**src/rtl/alu_cmd_driver_if.sv**
```systemverilog
// Bundle of the command stream, ALU pin and result stream signals of alu_cmd_driver.
// slave:  the driver itself.
// master: everything around the driver (sequencer, ALU, result consumer).
// Optional build macro ALU_DRV_ZFLAG_EN adds the res_zero signal.
interface alu_cmd_driver_if;
  // Command stream
  logic       cmd_valid;
  logic       cmd_ready;
  logic [3:0] cmd_a;
  logic [3:0] cmd_b;
  logic [2:0] cmd_op;
  // ALU pins
  logic [3:0] alu_a;
  logic [3:0] alu_b;
  logic [3:0] alu_sel;
  logic       alu_co;
  logic [3:0] alu_s;
  // Result stream
  logic       res_valid;
  logic       res_ready;
  logic       res_co;
  logic [3:0] res_s;
  logic [2:0] res_op;
`ifdef ALU_DRV_ZFLAG_EN
  logic       res_zero;

  modport slave (
    input  cmd_valid, cmd_a, cmd_b, cmd_op, alu_co, alu_s, res_ready,
    output cmd_ready, alu_a, alu_b, alu_sel, res_valid, res_co, res_s, res_op, res_zero
  );

  modport master (
    output cmd_valid, cmd_a, cmd_b, cmd_op, alu_co, alu_s, res_ready,
    input  cmd_ready, alu_a, alu_b, alu_sel, res_valid, res_co, res_s, res_op, res_zero
  );
`else
  modport slave (
    input  cmd_valid, cmd_a, cmd_b, cmd_op, alu_co, alu_s, res_ready,
    output cmd_ready, alu_a, alu_b, alu_sel, res_valid, res_co, res_s, res_op
  );

  modport master (
    output cmd_valid, cmd_a, cmd_b, cmd_op, alu_co, alu_s, res_ready,
    input  cmd_ready, alu_a, alu_b, alu_sel, res_valid, res_co, res_s, res_op
  );
`endif
endinterface

```
**src/rtl/alu_cmd_driver.sv**
```systemverilog
// Command-side initiator for the 4-bit registered ALU.
// Accepts commands on a valid/ready stream, drives ALU operand/select pins, tracks each
// issued op through the ALU pipeline and captures {co,s} into an in-order result FIFO.
// cmd_ready is credit based (FIFO entries + in-flight ops < DEPTH) so captures never drop.
// Optional build macro ALU_DRV_ZFLAG_EN adds a per-entry zero flag on res_zero.
// Assumes LAT >= 1 and DEPTH a power of 2 with DEPTH >= LAT + 1.
module alu_cmd_driver #(
  parameter int unsigned DEPTH = 4,
  parameter int unsigned LAT   = 2
) (
  input logic             clk,
  input logic             rst,
  alu_cmd_driver_if.slave bus
);

  localparam int unsigned PtrW = $clog2(DEPTH);
  localparam int unsigned CntW = PtrW + 1;
  localparam int unsigned NStg = LAT + 1;
  localparam int unsigned IfW  = $clog2(NStg + 1);
  localparam logic [3:0]  SelHold = 4'b1000;

  // Handshake / bookkeeping
  logic            accept;
  logic            push;
  logic            pop;
  logic            cmd_ready;
  logic            res_valid;
  logic [CntW:0]   occupied;

  // ALU pin registers
  logic [3:0]      alu_a_q;
  logic [3:0]      alu_b_q;
  logic [3:0]      alu_sel_q;

  // In-flight tracker
  logic [NStg-1:0] stg_vld_q;
  logic [2:0]      stg_op_q [NStg];
  logic [IfW-1:0]  inflight_q;

  // Result FIFO
  logic [3:0]      mem_s  [DEPTH];
  logic            mem_co [DEPTH];
  logic [2:0]      mem_op [DEPTH];
`ifdef ALU_DRV_ZFLAG_EN
  logic            mem_z  [DEPTH];
`endif
  logic [PtrW-1:0] wr_ptr_q;
  logic [PtrW-1:0] rd_ptr_q;
  logic [CntW-1:0] count_q;

  // Credit and handshake decode, from registered state only
  always_comb begin
    occupied  = {1'b0, count_q} + (CntW + 1)'(inflight_q);
    cmd_ready = occupied < (CntW + 1)'(DEPTH);
    res_valid = count_q != '0;
    accept    = bus.cmd_valid & cmd_ready;
    push      = stg_vld_q[NStg-1];
    pop       = res_valid & bus.res_ready;
  end

  // ALU pins: load on accept, otherwise select hold and keep operands
  always_ff @(posedge clk or posedge rst) begin
    if (rst) begin
      alu_a_q   <= '0;
      alu_b_q   <= '0;
      alu_sel_q <= SelHold;
    end else if (accept) begin
      alu_a_q   <= bus.cmd_a;
      alu_b_q   <= bus.cmd_b;
      alu_sel_q <= {1'b0, bus.cmd_op};
    end else begin
      alu_sel_q <= SelHold;
    end
  end

  // Tracker shift register: stage 0 takes this edge's accept, last stage triggers capture
  always_ff @(posedge clk or posedge rst) begin
    if (rst) begin
      stg_vld_q <= '0;
      for (int unsigned i = 0; i < NStg; i++) begin
        stg_op_q[i] <= '0;
      end
    end else begin
      stg_vld_q   <= {stg_vld_q[NStg-2:0], accept};
      stg_op_q[0] <= bus.cmd_op;
      for (int unsigned i = 1; i < NStg; i++) begin
        stg_op_q[i] <= stg_op_q[i-1];
      end
    end
  end

  // In-flight count mirrors the number of set tracker valid bits
  always_ff @(posedge clk or posedge rst) begin
    if (rst) begin
      inflight_q <= '0;
    end else begin
      case ({accept, push})
        2'b10:   inflight_q <= inflight_q + IfW'(1);
        2'b01:   inflight_q <= inflight_q - IfW'(1);
        default: inflight_q <= inflight_q;
      endcase
    end
  end

  // FIFO storage: capture the ALU result when the tracked op reaches the last stage.
  // Storage is cleared on reset so the head outputs read back as zero.
  always_ff @(posedge clk or posedge rst) begin
    if (rst) begin
      for (int unsigned i = 0; i < DEPTH; i++) begin
        mem_s[i]  <= '0;
        mem_co[i] <= 1'b0;
        mem_op[i] <= '0;
`ifdef ALU_DRV_ZFLAG_EN
        mem_z[i]  <= 1'b0;
`endif
      end
    end else if (push) begin
      mem_s[wr_ptr_q]  <= bus.alu_s;
      mem_co[wr_ptr_q] <= bus.alu_co;
      mem_op[wr_ptr_q] <= stg_op_q[NStg-1];
`ifdef ALU_DRV_ZFLAG_EN
      mem_z[wr_ptr_q]  <= bus.alu_s == 4'd0;
`endif
    end
  end

  // FIFO pointers and occupancy; pointers wrap naturally at DEPTH
  always_ff @(posedge clk or posedge rst) begin
    if (rst) begin
      wr_ptr_q <= '0;
      rd_ptr_q <= '0;
      count_q  <= '0;
    end else begin
      if (push) begin
        wr_ptr_q <= wr_ptr_q + PtrW'(1);
      end
      if (pop) begin
        rd_ptr_q <= rd_ptr_q + PtrW'(1);
      end
      case ({push, pop})
        2'b10:   count_q <= count_q + CntW'(1);
        2'b01:   count_q <= count_q - CntW'(1);
        default: count_q <= count_q;
      endcase
    end
  end

  assign bus.cmd_ready = cmd_ready;
  assign bus.alu_a     = alu_a_q;
  assign bus.alu_b     = alu_b_q;
  assign bus.alu_sel   = alu_sel_q;
  assign bus.res_valid = res_valid;
  assign bus.res_co    = mem_co[rd_ptr_q];
  assign bus.res_s     = mem_s[rd_ptr_q];
  assign bus.res_op    = mem_op[rd_ptr_q];
`ifdef ALU_DRV_ZFLAG_EN
  assign bus.res_zero  = mem_z[rd_ptr_q];
`endif

endmodule
```
**src/flat_wrapper.sv**
```systemverilog
// flat-port wrapper written by rule: the top's interface ports become plain ports
module alu_cmd_driver_flat 
#(
  parameter int unsigned DEPTH = 4,
  parameter int unsigned LAT   = 2
)
  (clk, rst, bus_cmd_valid, bus_cmd_a, bus_cmd_b, bus_cmd_op, bus_alu_co, bus_alu_s, bus_res_ready, bus_cmd_ready, bus_alu_a, bus_alu_b, bus_alu_sel, bus_res_valid, bus_res_co, bus_res_s, bus_res_op);
  alu_cmd_driver_if bus_i ();
  input logic clk;
  input logic rst;
  input wire logic [$bits(bus_i.cmd_valid)-1:0] bus_cmd_valid;
  input wire logic [$bits(bus_i.cmd_a)-1:0] bus_cmd_a;
  input wire logic [$bits(bus_i.cmd_b)-1:0] bus_cmd_b;
  input wire logic [$bits(bus_i.cmd_op)-1:0] bus_cmd_op;
  input wire logic [$bits(bus_i.alu_co)-1:0] bus_alu_co;
  input wire logic [$bits(bus_i.alu_s)-1:0] bus_alu_s;
  input wire logic [$bits(bus_i.res_ready)-1:0] bus_res_ready;
  output wire logic [$bits(bus_i.cmd_ready)-1:0] bus_cmd_ready;
  output wire logic [$bits(bus_i.alu_a)-1:0] bus_alu_a;
  output wire logic [$bits(bus_i.alu_b)-1:0] bus_alu_b;
  output wire logic [$bits(bus_i.alu_sel)-1:0] bus_alu_sel;
  output wire logic [$bits(bus_i.res_valid)-1:0] bus_res_valid;
  output wire logic [$bits(bus_i.res_co)-1:0] bus_res_co;
  output wire logic [$bits(bus_i.res_s)-1:0] bus_res_s;
  output wire logic [$bits(bus_i.res_op)-1:0] bus_res_op;
  assign bus_i.cmd_valid = bus_cmd_valid;
  assign bus_i.cmd_a = bus_cmd_a;
  assign bus_i.cmd_b = bus_cmd_b;
  assign bus_i.cmd_op = bus_cmd_op;
  assign bus_i.alu_co = bus_alu_co;
  assign bus_i.alu_s = bus_alu_s;
  assign bus_i.res_ready = bus_res_ready;
  assign bus_cmd_ready = bus_i.cmd_ready;
  assign bus_alu_a = bus_i.alu_a;
  assign bus_alu_b = bus_i.alu_b;
  assign bus_alu_sel = bus_i.alu_sel;
  assign bus_res_valid = bus_i.res_valid;
  assign bus_res_co = bus_i.res_co;
  assign bus_res_s = bus_i.res_s;
  assign bus_res_op = bus_i.res_op;
  alu_cmd_driver #(.DEPTH(DEPTH), .LAT(LAT)) u_core (.clk(clk), .rst(rst), .bus(bus_i));
endmodule
```
**config.mk**
```make
export PLATFORM = sky130hd
export DESIGN_NAME = alu_cmd_driver_flat
export DESIGN_NICKNAME = d
export VERILOG_FILES = /design/src/rtl/alu_cmd_driver_if.sv /design/src/rtl/alu_cmd_driver.sv /design/src/flat_wrapper.sv
export SDC_FILE = /design/constraint.sdc
export NUM_CORES = 1
export LEC_CHECK = 0
export BUFFER_PORTS_ARGS = -buffer_cell sky130_fd_sc_hd__buf_2
export CAP_MARGIN = 10
export CELL_PAD_IN_SITES_DETAIL_PLACEMENT = 1
export CELL_PAD_IN_SITES_GLOBAL_PLACEMENT = 1
export CORE_MARGIN = 2
export CORE_UTILIZATION = 39
export CTS_BUF_LIST = sky130_fd_sc_hd__clkbuf_16
export CTS_CLUSTER_SIZE = 12
export DETAILED_ROUTE_END_ITERATION = 6
export PLACE_DENSITY = 0.79
export SYNTH_ARGS = -nofsm -noshare
export SYNTH_HDL_FRONTEND = slang
export SYNTH_SLANG_ARGS = --single-unit
```
**constraint.sdc**
```tcl
create_clock -name clk -period 6.3 [get_ports clk]
set_clock_uncertainty 0.15 [all_clocks]
set_input_delay 0.945 -clock clk [delete_from_list [all_inputs] [get_ports clk]]
set_output_delay 0.945 -clock clk [all_outputs]
set_load 0.005 [all_outputs]
```
==> results.json <==
{
  "outcome": "complete, no violations",
  "hpwl_um": 3230,
  "layout_commonest_cell": "dfrtp_1",
  "htree_levels": 3,
  "cp_max_fo": 10,
  "postRouteAntennaNets": 0,
  "dieArea_um2": 7430,
  "synth_nets": 186,
  "synth_seq_cells": 65,
  "clk_pin_slew_ns": 0.05,
  "finalSetupViolations": 0,
  "hold_viol": 0,
  "period_minus_slack_ns": 2.92,
  "rsz0062_at_grt": "no",
  "num_io_pins": 42,
  "vias": 1413,
  "cts-root-buf": "clkbuf_16",
  "drc": 0,
  "period_share_pct": 46.3,
  "die-height_um": 86.2,
  "grt_pass1_vias": 1579,
  "grt_max_degree": 66,
  "start_util_pct": 40.8,
  "path_cells": "mux4_2, buf_2",
  "p_per_area_nw_per_um2": 556,
  "viasPerCell": 4.89,
  "crit_required_ns": 5.20,
  "syn_avg_cell_area_um2": 16.7,
  "clkPwrFrac_pct": 26.0,
  "rows": 29,
  "drive_above_1_share_pct": 50.0,
  "cts.sinks": 65,
  "postCtsHoldBufs": 0,
  "tritoncts": "yes",
  "grt_overflow_total": 0,
  "maxSlewViolCount": 0,
  "vdd_drop_max_v": 0.000202,
  "synth_top_area_share_pct": 60.7,
  "area_delta_synth_final_pct": 21.7,
  "clockBufferDepth": 2,
  "final.setup.tns_ns": 0,
  "grt_first_pass_wirelength_um": 8060,
  "slew_headroom_pct": 47.2,
  "final_cell_mix": "64 x dfrtp_1, 41 x buf_2, 32 x mux2_2",
  "wire_per_inst_um": 17.3,
  "drt-total-wl_um": 4990,
  "grt.total_usage_pct": 14.8,
  "yosysWarnings": 0,
  "die_w_um": 86.2,
  "synth.largest_area_cell": "dfrtp_1",
  "port_buffers": 41,
  "final_core_util_pct": 49.7,
  "max_slew.worst_pin.slew_ns": 0.792,
  "antenna_found_initial": 0,
  "synth_area_leaders": "dfrtp_1 61%, mux2_2 14%, mux4_2 6.8%",
  "hold_class": "register to register",
  "end_kind": "output port",
  "drtPass1Iterations": 3,
  "switching_share_pct": 29.5,
  "worstSkewPairLatency_ns": 0.32,
  "syn_inst": 158,
  "fmax_mhz": 343,
  "n_fill_cell": 651,
  "p_sw_uw": 526,
  "p_comb_share_pct": 32.2,
  "p_int_uw": 1260,
  "crit_type": "register to output port",
  "crit_path_top_delay_cell": "dfrtp_1",
  "ys_seq_area_share_pct": 61.7,
  "gp_congestion": 0.706,
  "power_uw": 1780,
  "cts_resized": 0,
  "cap_violations": 0,
  "synth.distinct_cells": 23,
  "num_antenna_cells": 0,
  "synth.cell_area_um2": 2640,
  "post_cts_buffers": 0,
  "drt_iter0_drc": 43,
  "cp_slowest_stage_delay_ns": 0.73,
  "nets": 236,
  "p_leak_uw": 0.00152,
  "critPathArrivalTime_ns": 1.82,
  "core_area_um2": 6460,
  "seq_power_share_pct": 41.7,
  "critPathLaunchType": "register",
  "numCtsBuffers": 9
}
[sequential cells by signal, indices dropped and copies added, names as in the netlist]
signal / cells
u_core.mem_s: 16
u_core.mem_op: 12
u_core.stg_op_q: 9
u_core.bus.alu_a: 4
u_core.bus.alu_b: 4
u_core.bus.alu_sel: 4
u_core.mem_co: 4
u_core.count_q: 3
u_core.stg_vld_q: 3
u_core.inflight_q: 2
u_core.rd_ptr_q: 2
u_core.wr_ptr_q: 2
[cell families after synthesis]
group,Yosys count,share of synthesized area (%)
DFF,65,61.7
muxes,49,25.4
and+or+nand+nor,13,2.42
buffers and inverters,11,1.80
xor gates and xnor gates,9,2.99
adders and majority gates,8,4.08
AOI/OAI and AO/OA,3,1.52
[cells in the mapped netlist]
master,count
a311oi_4,1
and2_4,1
and3_1,3
buf_1,1
buf_2,1
clkbuf_1,1
dfrtp_1,64
dfstp_2,1
fa_1,1
ha_1,7
inv_1,7
inv_6,1
mux2_2,32
mux2_4,8
mux2i_1,1
mux4_2,8
nand2_1,6
nor2_1,2
o21ai_0,1
o31a_1,1
or3_1,1
xnor2_1,4
xor2_1,5
[metrics by stage]
step                      instance area, µm²  setup WS [ns]  instances  hold WS (ns)
after floorplan                         2640           3.58        158         0.181
after global placement                  2930           3.77        274         0.183
after detailed placement                2930           3.68        274         0.186
after CTS                               3210           3.33        289         0.200
after global routing                    3210           3.29        289         0.205
final                                   3210           3.38        289         0.198
[power groups by stage]
| stage | sequential [µW] | clock [µW] | combinational, µW |
|---|---|---|---|
| floorplan | 682 | 0 | 450 |
| global placement | 741 | 0 | 551 |
| global route | 769 | 498 | 628 |
| finish | 744 | 465 | 575 |
| detailed placement | 746 | 0 | 584 |
| CTS | 748 | 475 | 589 |
[final cells by class]
class | instances | area (µm²) | share of cell area [%]
Clock buffer | 9 | 225 | 7.02
Clock inverter | 6 | 50.0 | 1.56
Inverter | 8 | 35.0 | 1.09
Multi-Input combinational cell | 82 | 961 | 30.0
Sequential cell | 65 | 1630 | 50.7
Tap cell | 77 | 96.3 | 3.00
Timing Repair Buffer | 42 | 213 | 6.63
[worst paths after layout]
check                                          startpoint                                to  slack [ns]  cells past startpoint
hold reg to reg              u_core.stg_op_q[5]$_DFF_PP0_      u_core.stg_op_q[2]$_DFF_PP0_        0.20                      0
setup / recovery           u_core.rd_ptr_q[0]$_DFFE_PP0N_                     bus_res_op[0]        3.38                      2
min in group asynchronous                             rst   u_core.bus.alu_a[1]$_DFFE_PP0N_        0.70                      3
hold / removal               u_core.stg_op_q[5]$_DFF_PP0_      u_core.stg_op_q[2]$_DFF_PP0_        0.20                      0
setup reg to reg            u_core.count_q[1]$_DFFE_PP0P_  u_core.inflight_q[1]$_DFFE_PP0P_        4.03                      8
max in group asynchronous                             rst       u_core.mem_s[5]$_DFFE_PP0P_        4.78                      3
[per-layer routing]
metal / vias up / share of wire, % / track usage [%]
met5: - / 0 / 0
met4: 0 / 1.3 / 6.25
met3: 9 / 5.4 / 5.43
met2: 44 / 48 / 23.6
met1: 703 / 45 / 18.2
li1: 657 / - / -
[worst max-delay path: cells and delay by family, from the launching register on]
family	cells	cell delay, ns
muxes	1	0.62
DFF	1	0.73
buffers and inverters	1	0.15
Note: power is estimated with default switching activity, not from simulation.
